--- config.mk ---
export PLATFORM = sky130hd
export DESIGN_NAME = fetch_stage
export DESIGN_NICKNAME = d
export VERILOG_FILES = /design/src/rtl/pipe_pkg.sv /design/src/rtl/sat_counter.sv /design/src/rtl/fetch_stage.sv
export SDC_FILE = /design/constraint.sdc
export NUM_CORES = 1
export LEC_CHECK = 0
export CELL_PAD_IN_SITES_DETAIL_PLACEMENT = 0
export CELL_PAD_IN_SITES_GLOBAL_PLACEMENT = 1
export CORE_ASPECT_RATIO = 1.75
export CORE_MARGIN = 2
export CORE_UTILIZATION = 35
export DETAILED_ROUTE_END_ITERATION = 8
export HOLD_SLACK_MARGIN = 0.06
export PLACE_DENSITY = 0.77
export SLEW_MARGIN = 10
export SYNTH_ARGS = -nofsm -noshare
export SYNTH_HDL_FRONTEND = slang
export SYNTH_SLANG_ARGS = --single-unit
--- constraint.sdc ---
create_clock -name clk -period 3.2 [get_ports clk]
set_clock_uncertainty 0.1 [all_clocks]
set_input_delay 0.96 -clock clk [delete_from_list [all_inputs] [get_ports clk]]
set_output_delay 0.96 -clock clk [all_outputs]
set_load 0.01 [all_outputs]
--- src/rtl/pipe_pkg.sv ---
`default_nettype none
// ============================================================================
//  Module      : pipe_pkg
//  Description : Shared definitions for the 2-stage (F/E) pipeline: default
//                widths, instruction field positions and the fetch FSM states.
//  Revision    : 1.0  initial release
// ============================================================================
package pipe_pkg;

    // Default widths
    localparam int unsigned c_ADDR_W  = 8;
    localparam int unsigned c_INSTR_W = 16;

    // Instruction field positions: [15:12] opcode, [11:8] rd, [7:4] rs1, [3:0] rs2
    localparam int unsigned c_OPC_MSB = 15;
    localparam int unsigned c_OPC_LSB = 12;
    localparam int unsigned c_RD_MSB  = 11;
    localparam int unsigned c_RD_LSB  = 8;
    localparam int unsigned c_RS1_MSB = 7;
    localparam int unsigned c_RS1_LSB = 4;
    localparam int unsigned c_RS2_MSB = 3;
    localparam int unsigned c_RS2_LSB = 0;

    // Fetch FSM states
    typedef enum logic [1:0] {
        BOOT  = 2'd0,
        RUN   = 2'd1,
        FLUSH = 2'd2
    } fetch_state_t;

endpackage : pipe_pkg
`default_nettype wire

--- src/rtl/sat_counter.sv ---
`default_nettype none
// ============================================================================
//  Module      : sat_counter
//  Description : Up-counter that sticks at its all-ones value instead of
//                wrapping.
//  Ports       : clk   - clock
//                reset - asynchronous active-high reset, clears count
//                inc   - increment request for this cycle
//                count - current count value
//  Revision    : 1.0  initial release
// ============================================================================
module sat_counter #(
    parameter int unsigned CNT_W = 16
) (
    input  logic             clk,
    input  logic             reset,
    input  logic             inc,
    output logic [CNT_W-1:0] count
);

    logic [CNT_W-1:0] r_count;

    always_ff @(posedge clk or posedge reset) begin
        if (reset) begin
            r_count <= '0;
        end else if (inc && (r_count != '1)) begin
            r_count <= r_count + CNT_W'(1);
        end
    end

    assign count = r_count;

endmodule : sat_counter
`default_nettype wire

--- src/rtl/fetch_stage.sv ---
`default_nettype none
// ============================================================================
//  Module      : fetch_stage
//  Description : Instruction-fetch stage of the F/E pipeline. Holds the PC,
//                drives the instruction memory, decodes rs1/rs2 for the hazard
//                unit and loads the F/E pipeline register. Handles fetch
//                stalls, control flushes and taken-branch redirects, and keeps
//                saturating fetch/bubble performance counters.
//  Ports       : clk, reset          - clock, async active-high reset
//                stallF, stallC      - hazard unit fetch stall / control flush
//                isBranchTakenE,
//                branch_target_e     - branch redirect from execute
//                imem_addr, imem_en,
//                imem_rdata          - instruction memory interface
//                rs1F, rs2F          - source register fields of fetched instr
//                instr_e, pc_e,
//                valid_e             - F/E pipeline register
//                fetch_cnt,
//                bubble_cnt          - saturating performance counters
//  Revision    : 1.0  initial release
// ============================================================================
module fetch_stage
    import pipe_pkg::*;
#(
    parameter int unsigned              ADDR_W   = c_ADDR_W,
    parameter int unsigned              INSTR_W  = c_INSTR_W,
    parameter logic [ADDR_W-1:0]        RESET_PC = '0,
    parameter int unsigned              CNT_W    = 16
) (
    input  logic               clk,
    input  logic               reset,
    input  logic               stallF,
    input  logic               stallC,
    input  logic               isBranchTakenE,
    input  logic [ADDR_W-1:0]  branch_target_e,
    output logic [ADDR_W-1:0]  imem_addr,
    output logic               imem_en,
    input  logic [INSTR_W-1:0] imem_rdata,
    output logic [3:0]         rs1F,
    output logic [3:0]         rs2F,
    output logic [INSTR_W-1:0] instr_e,
    output logic [ADDR_W-1:0]  pc_e,
    output logic               valid_e,
    output logic [CNT_W-1:0]   fetch_cnt,
    output logic [CNT_W-1:0]   bubble_cnt
);

    fetch_state_t       r_state;
    fetch_state_t       w_state_next;
    logic [ADDR_W-1:0]  r_pc_f;
    logic [ADDR_W-1:0]  w_pc_next;
    logic [INSTR_W-1:0] r_instr_e;
    logic [ADDR_W-1:0]  r_pc_e;
    logic               r_valid_e;
    logic               w_commit;       // load F/E register with the fetched instruction
    logic               w_bubble;       // a bubble enters E this edge (not counted in BOOT)
    logic               w_fetch_en;

    // ------------------------------------------------------------------------
    // State and PC registers
    // ------------------------------------------------------------------------
    always_ff @(posedge clk or posedge reset) begin
        if (reset) begin
            r_state <= BOOT;
            r_pc_f  <= RESET_PC;
        end else begin
            r_state <= w_state_next;
            r_pc_f  <= w_pc_next;
        end
    end

    // ------------------------------------------------------------------------
    // Next-state, next-PC and F/E load control. In RUN a taken branch beats a
    // control flush, which beats a fetch stall. FLUSH absorbs the cycle in
    // which the wrong-path slot is squashed; a branch seen there comes from a
    // bubble in E and is ignored.
    // ------------------------------------------------------------------------
    always_comb begin
        w_state_next = r_state;
        w_pc_next    = r_pc_f;
        w_commit     = 1'b0;
        w_bubble     = 1'b0;
        w_fetch_en   = 1'b1;

        case (r_state)
            BOOT: begin
                w_fetch_en   = 1'b0;
                w_state_next = RUN;
            end
            RUN: begin
                if (isBranchTakenE) begin
                    w_pc_next    = branch_target_e;
                    w_bubble     = 1'b1;
                    w_state_next = FLUSH;
                end else if (stallC || stallF) begin
                    w_bubble     = 1'b1;
                end else begin
                    w_commit     = 1'b1;
                    w_pc_next    = r_pc_f + ADDR_W'(1);   // wraps modulo 2^ADDR_W
                end
            end
            FLUSH: begin
                w_bubble     = 1'b1;
                w_state_next = RUN;
            end
            default: begin
                w_state_next = BOOT;
            end
        endcase
    end

    // ------------------------------------------------------------------------
    // F/E pipeline register. instr_e/pc_e only move on a commit so that they
    // keep their last value while valid_e is low.
    // ------------------------------------------------------------------------
    always_ff @(posedge clk or posedge reset) begin
        if (reset) begin
            r_instr_e <= '0;
            r_pc_e    <= '0;
            r_valid_e <= 1'b0;
        end else begin
            r_valid_e <= w_commit;
            if (w_commit) begin
                r_instr_e <= imem_rdata;
                r_pc_e    <= r_pc_f;
            end
        end
    end

    // ------------------------------------------------------------------------
    // Performance counters
    // ------------------------------------------------------------------------
    sat_counter #(
        .CNT_W (CNT_W)
    ) u_fetch_cnt (
        .clk   (clk),
        .reset (reset),
        .inc   (w_commit),
        .count (fetch_cnt)
    );

    sat_counter #(
        .CNT_W (CNT_W)
    ) u_bubble_cnt (
        .clk   (clk),
        .reset (reset),
        .inc   (w_bubble),
        .count (bubble_cnt)
    );

    // ------------------------------------------------------------------------
    // Outputs and field decode
    // ------------------------------------------------------------------------
    assign imem_addr = r_pc_f;
    assign imem_en   = w_fetch_en;
    assign rs1F      = w_fetch_en ? imem_rdata[c_RS1_MSB:c_RS1_LSB] : 4'd0;
    assign rs2F      = w_fetch_en ? imem_rdata[c_RS2_MSB:c_RS2_LSB] : 4'd0;
    assign instr_e   = r_instr_e;
    assign pc_e      = r_pc_e;
    assign valid_e   = r_valid_e;

endmodule : fetch_stage
`default_nettype wire

## Word level (Yosys, flattened, before mapping)

Cells that the tools add are included.

- Memories kept: 0
- Flip-flop bits (word level): 67
- Logic and storage cells: 35
- Bits in latches: 0
- Bits in writable memories: 0
- ROM bits: 0
- Output and inout port bits: 74
- Input bits: 29

- Equal/unequal tests: 6
- Add/subtract/negate cells: 3
- Multiply operators: 0
- Multiplexer cells: 13
- $lt $le $gt $ge: 0
- Bitwise gates (word level): 0
- Divide/modulo/power cells: 0
- Reductions and logical operators: 6
- Shifts and indexed selects: 0

Operators by type and width:

| kind | number |
|---|---|
| 16-bit by 1-bit adder with 16-bit output (second input constant) | 2 |
| 16-bit inequality test (second input constant) | 2 |
| 8-bit two-way mux | 2 |
| 8-bit by 1-bit adder with 8-bit output (second input constant) | 1 |
| 4-bit two-way mux | 2 |
| 1-bit two-way mux | 6 |
| 2-bit inequality test (second input constant) | 2 |
| 2-bit one-hot mux with 2 select lines | 1 |
| 2-bit by 1-bit == test with 1-bit output (second input constant) | 1 |
| 2-bit == test (second input constant) | 1 |
| 1-bit logical AND | 2 |
| 2-bit zero test | 1 |
| 2-bit two-way mux | 1 |
| 1-bit one-hot mux with 2 select lines | 1 |
| 2-bit AND reduction | 1 |
| 2-bit OR reduction | 1 |
| 1-bit logical OR | 1 |

## Logic depth before layout (Yosys ltp)

- Depth in word-level cells: 5
- Gate-level depth with buffers: 7

## Cells and area by module

Synthesis repeated with hierarchy kept, for this count alone.

- Cells, all modules: 273
- Area total of the unflattened synthesis: 3329.4 sq um

By module, submodules not included:

| module | area an instance (sq um) | sequential area each (sq um) | cells an instance | instances |
|---|---|---|---|---|
| fetch_stage | 1717.9 | 875.8 | 131 | 1 |
| sat_counter | 805.8 | 400.4 | 71 | 2 |

## Worst setup path before layout

No wires, ideal clock.

- Kind: input port to flip-flop
- From: input isBranchTakenE
- To: register u_fetch_cnt.r_count[7] (netlist: u_fetch_cnt.count[7])
- Setup time: 125 ps
- Stages on the path: 5
- Buffers on the path: 0
- Path slack: 664 ps
- Data required time: 2975 ps
- Arrival time: 2311 ps
- Path through: or4b_4 > clkinv_1 > and3_1 > and3_1 > mux2_2

- Longest elaborated chain between the ends: 3

RTL lines:

| item | RTL line | RTL |
|---|---|---|
| start, declared | fetch_stage.sv:34 | `input logic isBranchTakenE,` |
| 1-bit two-way mux | fetch_stage.sv:91 | `if (isBranchTakenE) begin` |
| 1-bit two-way mux | fetch_stage.sv:85 | `case (r_state)` |
| 1-bit logical AND | sat_counter.sv:26 | `end else if (inc && (r_count != '1)) begin` |
| end signal, assigned | sat_counter.sv:27 | `r_count <= r_count + CNT_W'(1);` |
| end, declared | sat_counter.sv:21 | `logic [CNT_W-1:0] r_count;` |

No other way between the ends.
A chain may end at the register's enable or synchronous reset.

## Worst setup path in the final report

- From: input imem_rdata[6]
- To: output rs1F[2]

- Longest elaborated chain between the ends: 1

RTL lines:

| item | RTL line | RTL |
|---|---|---|
| start, declared | fetch_stage.sv:38 | `input logic [INSTR_W-1:0] imem_rdata,` |
| 4-bit two-way mux | fetch_stage.sv:156 | `assign rs1F = w_fetch_en ? imem_rdata[c_RS1_MSB:c_RS1_LSB] : 4'd0;` |
| end, declared | fetch_stage.sv:39 | `output logic [3:0] rs1F,` |

No other way between the ends.

==> metrics.md <==
| Metric | Value |
|---|---|
| Status | `completed` |
| Commonest non-fill, non-tap cells in the layout | `94 x clkdlybuf4s50_1, 87 x nand2_1, 67 x dfrtp_1` |
| Final setup fails | `0` |
| Worst hold start | `instr_e[5]` |
| Yosys cell types | `44` |
| Avg Synthesized Cell Area | `9.65 sq um` |
| Worst hold slack | `0.369 ns` |
| GRT overflow | `0` |
| Netlist Area Pre-Place | `3220 sq um` |
| Clk buf depth | `2` |
| Starting Density | `0.357` |
| CP max FO | `2` |
| Post-layout min period | `2.91 ns` |
| Ratio of cells with drive above 1 in the final layout | `0.0877` |
| Core ar. | `9040 sq um` |
| Antenna violations before repair | `0` |
| VDD IR max | `0.000465 V` |
| Synth-to-Final Area Change | `47.8%` |
| Post CTS Setup Buffer Count | `0` |
| Synth area leaders | `dfrtp_1 52%, nand2_1 10%, mux2_2 3.1%` |
| Largest net degree at the start of global routing | `36` |
| WL/cell | `14.7 microns` |
| Sequential share of power | `0.363` |
| Cts bufs inserted | `9` |
| Yosys warning total | `0` |
| Die area | `10000 sq um` |
| Fin. max-slew vios | `0` |
| Top_reg_cell synth | `dfrtp_1` |
| First-pass DRT Iterations | `4` |
| Reg2reg end | `u_fetch_cnt.count[1]` |
| CTS tree | `built` |
| Fin crit share | `0.911` |
| Pwr dens | `785 nW/um^2` |
| Commonest non-fill, non-tap cell in the layout | `clkdlybuf4s50_1` |
| Switching part of the total | `0.335` |
| PortBufs | `102` |
| Post-synth top area cell | `dfrtp_1` |
| R2r startpoint | `r_state[1]` |
| Antenna viol nets, final | `0` |
| Worst rel slew slack | `0.588` |
| CTS Root Cell | `clkbuf_16` |
| Die Y | `131 microns` |
| Register bit count reported by yosys | `67` |
| Gr usage total | `0.177` |
| Hold Path Sink | `instr_e[5]` |
| Asr flop ratio synth | `1.00` |
| Fillers | `905` |
| Via count | `2836` |
| RePlAce Congestion | `0.809` |
| # Max-Cap Violations | `0` |
| Worst EP required | `2.14 ns` |
| Class of the worst hold path | `reg2reg` |
| First-pass GRT wire length | `13.8 mm` |
| Post-synth top area share | `0.520` |
| Sw power | `1.25 mW` |
| Number of inserted diodes | `0` |
| Unrepaired setup endpoints after global routing | `false` |
| DRT iter0 DRCs | `103` |
| Setup crit start kind | `input port` |
| Vias in the first global route | `2718` |
| Hold Path Stages | `2` |
| Drt total wl | `8.48 mm` |
| Leakage | `2.17 nW` |
| Post-CTS Hold Buffers | `0` |
| Setup crit end kind | `output port` |
| F_max | `0.343 GHz` |
| Final Power | `3.74 mW` |
| CTS Sinks | `67` |
| Clock power share | `0.252` |
| Comb power frac | `0.385` |
| Row cnt | `46` |
| HPWL after detailed placement | `6.37 mm` |
| R2R setup slack | `0.88 ns` |
| Die W | `76.6 microns` |
| I/O pins | `103` |
| Post-Syn Nets | `369` |
| # H-tree levels | `3` |
| Drc violations | `0` |
| Worst Tran Pin Value | `0.613 ns` |
| Final Hold Vio Count | `0` |
| Crit Path Category | `in2out` |
| # nets final | `486` |
| Clock latency on the worst-skew pair | `0.32 ns` |
| Via/cell ratio | `4.92` |
| Worst path arrival time | `1.85 ns` |
| Clock-pin slew on the worst setup and hold paths | `0.05 ns` |
| FF-to-FF path depth | `7` |
| EDFF count, synth | `0` |
| Gate Count Post-Synth | `334` |
| Internal power | `2.49 mW` |
| Seq/Total Area, Yosys | `0.520` |
## critical path: stages
cell,delay (ns)
clkdlybuf4s50_1,0.48
nor2b_1,0.14
dlygate4sd2_1,0.28
## power groups by stage
stage | logic (mW) | clock network, mW | registers, mW
global route | 1.59 | 1.01 | 1.40
global placement | 1.45 | 0 | 1.36
detailed placement | 1.48 | 0 | 1.37
finish | 1.44 | 0.943 | 1.36
CTS | 1.48 | 0.969 | 1.36
floorplan | 0.572 | 0 | 1.44
## flip-flops by register name (all words and copies together), names as in the netlist
name and flops:
u_bubble_cnt.count 16, imem_addr 8, pc_e 8, r_state 2
u_fetch_cnt.count 16, valid_e 1, instr_e 16
## cells in the mapped netlist, types with 2 or more instances
cell	instances
a22oi_1	3
mux2i_1	4
nor3_1	12
ha_1	6
xnor2_1	8
mux2_2	9
inv_1	9
o21ai_0	13
nor2_1	10
nor4_1	3
nand2_1	87
o2bb2ai_1	5
dfrtp_1	67
nand3_1	17
o211ai_1	3
and2_1	2
nand4_1	10
nor2b_1	9
o21a_1	5
xor2_1	5
clkbuf_1	3
buf_1	3
a41oi_1	2
and4_1	3
a21oi_1	10
and3_1	8
## routing by layer
layer | vias up | part of all wire | GRT usage
li1 | 1402 | - | -
met1 | 1358 | 0.41 | 0.204
met2 | 68 | 0.54 | 0.321
met3 | 8 | 0.040 | 0.0460
met4 | 0 | 0.012 | 0.0578
met5 | - | 0 | 0
## worst max-delay path by stage
stage                              from  slack [ns]      endpoint
after global placement    imem_rdata[6]      -0.009       rs1F[2]
final                     imem_rdata[6]        0.29       rs1F[2]
after floorplan                   reset        0.46  imem_addr[0]
after detailed placement  imem_rdata[6]      -0.007       rs1F[2]
after global routing         r_state[0]        0.19       imem_en
after CTS                 imem_rdata[0]       0.006       rs2F[0]
## metrics by stage
stage | setup slack, ns | area [sq um] | instances | util | TNS (ns)
global placement | -0.00908 | 4460 | 560 | 0.493 | -0.0171
detailed placement | -0.00736 | 4460 | 560 | 0.493 | -0.00736
CTS | 0.00633 | 4750 | 576 | 0.525 | 0
floorplan | 0.457 | 3220 | 334 | - | 0
finish | 0.286 | 4770 | 576 | 0.527 | 0
global route | 0.194 | 4770 | 576 | 0.527 | 0
## area by class of cell
class / count / area [sq um] / area share
Clock inverter: 1 / 5.00 / 0.00105
Inverter: 10 / 37.5 / 0.00788
Timing Repair Buffer: 113 / 1130 / 0.238
Multi-Input combinational cell: 250 / 1480 / 0.310
Sequential cell: 67 / 1680 / 0.352
Tap cell: 120 / 150 / 0.0315
Clock buffer: 15 / 288 / 0.0604
## repair_timing
action,in CTS,in global routing
gates resized for setup,1,7
setup endpoints to repair,1,7
pin swaps,0,0
## cells by family after synthesis
logic type | Yosys count | share of synthesized area
buffers and inverters | 17 | 0.0221
XOR/XNOR | 13 | 0.0353
flip-flops | 67 | 0.520
AO/OA/AOI/OAI | 48 | 0.0986
adder cells (fa/ha/maj) | 6 | 0.0233
AND/OR/NAND/NOR | 169 | 0.253
multiplexers | 14 | 0.0473
Note: power is estimated with default switching activity, not from simulation.
==> RTL change, RTL diff (same flow settings) <==
Encoding of `fetch_state_t`: now one-hot (3 bits for 3 states).
--- a/src/rtl/pipe_pkg.sv
+++ b/src/rtl/pipe_pkg.sv
@@ -22,10 +22,10 @@
     localparam int unsigned c_RS2_LSB = 0;
 
     // Fetch FSM states
-    typedef enum logic [1:0] {
-        BOOT  = 2'd0,
-        RUN   = 2'd1,
-        FLUSH = 2'd2
+    typedef enum logic [2:0] {
+        BOOT  = 3'b001,
+        RUN   = 3'b010,
+        FLUSH = 3'b100
     } fetch_state_t;
 
 endpackage : pipe_pkg
Check against the original RTL: same outputs for any inputs over 10 cycles, from zero or initial values and one cycle with reset high; not proved beyond that.
==> RTL change against the unedited design <==
Sequential share of layout area up 1.1 points; sequential cell count is 1 higher; final area down 1.5%; power down 5.0%; synthesized cell count down 15%; count of clock-buffer cells in the layout is 4 lower; synthesized area up 0.27%; wire length down 4.7%; worst setup slack worse by 0.24 ns; first-iteration DRC count up 33%; maximum frequency decreased by 7.6%; critical path type unchanged.
==> RTL change: results (changes against the unedited design) <==
Status = finished clean
WP data arrival = 2.10 ns (+0.25 ns)
Top cells by count, synth = dfrtp_1 (67), mux2_2 (26), xor2_1 (25), nand2_1 (14)
Final cell count without fillers = 514 (-11%)
Drt pass-1 iters = 4 (unchanged)
Largest net degree at the start of global routing = 32 (-11%)
First-pass GRT wire length = 13300 um (-3.5%)
Critical path's slowest cell = clkdlybuf4s50_1
Synth cell types = 47 (+6.8%)
Port Buffers = 102 (unchanged)
Clock-pin slew on the worst setup and hold paths = 0.05 ns (about the same)
H-Tree Depth = 3 (unchanged)
Crit-path max FO = 2 (unchanged)
Pleak = 2.03 nW (-6.6%)
Nets = 423 (-13%)
Vias per inst = 5.06 (+2.8%)
Cells after DPL = 500 (-11%)
Worst-Skew Late Latency = 0.32 ns (about the same)
Postcts setup bufs = 0 (unchanged)
Routability congestion estimate = 0.756 (-6.6%)
CP max stage delay = 0.54 ns (+0.06 ns)
Hold Path Cell Cnt = 1 (-1)
Initial antenna violation count = 0 (unchanged)
Syn Area/Cell = 11.4 um2 (+18%)
Seq/Total Area, Yosys = 52.7% (+0.67 points)
Layout cell share with drive strength beyond 1 = 13.7% (+4.9 points)
R2R cell count = 5 (-2)
Maximum buffer depth of the clock tree = 2 (unchanged)
Hold Path Class = flop to flop
Starting DRT DRC Count = 137 (+33%)
DR WL/cell = 15.7 um (+6.8%)
Share of flip-flops with an asynchronous set or reset = 100% (unchanged)
Vias in the first global route = 2733 (+0.55%)
Fillers = 854 (-5.6%)
Worst VDD drop = 0.000391 V (-16%)
Sw power = 0.00113 W (-10%)
Main area contributors after synthesis = dfrtp_1 (52%), mux2_2 (9.1%), xor2_1 (6.8%), nand4_1 (2.1%), and2_1 (1.9%)
ANT cells = 0 (unchanged)
Syn nets = 315 (-15%)
HPWL Detailed = 5860 um (-8.0%)
Total GRT Usage = 16.8% (-0.90 points)
Main synth FF type = dfrtp_1
Slew @ Worst Pin = 0.774 ns (+0.161 ns)
==> RTL change: cell count changes after synthesis, moves of 7 or more <==
cell | before | now
nor2b_1 | 9 | 0
mux2_2 | 9 | 26
nand2_1 | 87 | 14
xor2_1 | 5 | 25
and2_1 | 2 | 10
nand3_1 | 17 | 10
==> RTL change: cells by family after synthesis <==
family / share of synthesized area (%)
AO/OA/AOI/OAI: 8.20
multiplexers: 9.67
flip-flops: 52.7
buffers and inverters: 2.32
AND/OR/NAND/NOR: 17.6
adder cells (fa/ha/maj): 1.16
XOR/XNOR: 8.40
==> RTL change: worst paths after layout <==
kind,startpoint,endpoint,slack [ns]
hold reg to reg,u_fetch_cnt.count[15],u_fetch_cnt.count[15],0.38
min in group asynchronous,reset,instr_e[3],0.83
hold / removal,u_fetch_cnt.count[15],u_fetch_cnt.count[15],0.38
setup reg to reg,u_bubble_cnt.count[0],u_bubble_cnt.count[1],1.15
setup / recovery,imem_rdata[7],rs1F[3],0.04
max in group asynchronous,reset,r_state[0],1.49
==> RTL change: layout make-up <==
| class | instances | area [um2] | area share (%) |
|---|---|---|---|
| timing repair buffer | 109 | 1100 | 23.5 |
| sequential | 68 | 1700 | 36.3 |
| clock buffer | 11 | 243 | 5.17 |
| inverter | 7 | 26.3 | 0.560 |
| tap | 120 | 150 | 3.20 |
| clock inverter | 3 | 15.0 | 0.320 |
| multi-input combinational | 196 | 1460 | 31.0 |
==> RTL change: metrics by stage <==
stage	setup WS [ns]	total power, W	cell area (um2)	utilization, %
after floorplan	0.430	0.00195	3230	-
after global placement	0.0275	0.00269	4430	49.1
after detailed placement	0.0354	0.00272	4430	49.1
after CTS	0.0353	0.00361	4690	51.9
after global routing	0.0111	0.00377	4700	52.0
final	0.0450	0.00356	4700	52.0
==> RTL change: power groups by stage <==
stage	registers (W)	clock network, W	logic (W)
3_5_place_dp	0.00138	0	0.00134
2_1_floorplan	0.00143	0	0.000517
5_1_grt	0.00141	0.000928	0.00143
6_report	0.00136	0.000876	0.00132
4_1_cts	0.00137	0.000898	0.00135
3_3_place_gp	0.00137	0	0.00133
==> RTL change: what timing repair did <==
item                                   in CTS  in global routing
resized for setup                           0                  2
setup endpoints to repair                   0                  2
endpoints found under the hold margin       0                  0
==> RTL change: worst max-delay path: cells and delay by family <==
kind	cells	cell delay (ns)
buffers and inverters	2	1.01
and+or+nand+nor	1	0.12
==> RTL change: per-layer routing <==
metal / up-vias / GRT usage [%] / routed length, um
li1: 1255 / - / -
met1: 1276 / 18.2 / 3230
met2: 61 / 30.4 / 4410
met3: 10 / 2.82 / 260
met4: 0 / 9.29 / 176
met5: - / 0 / 0
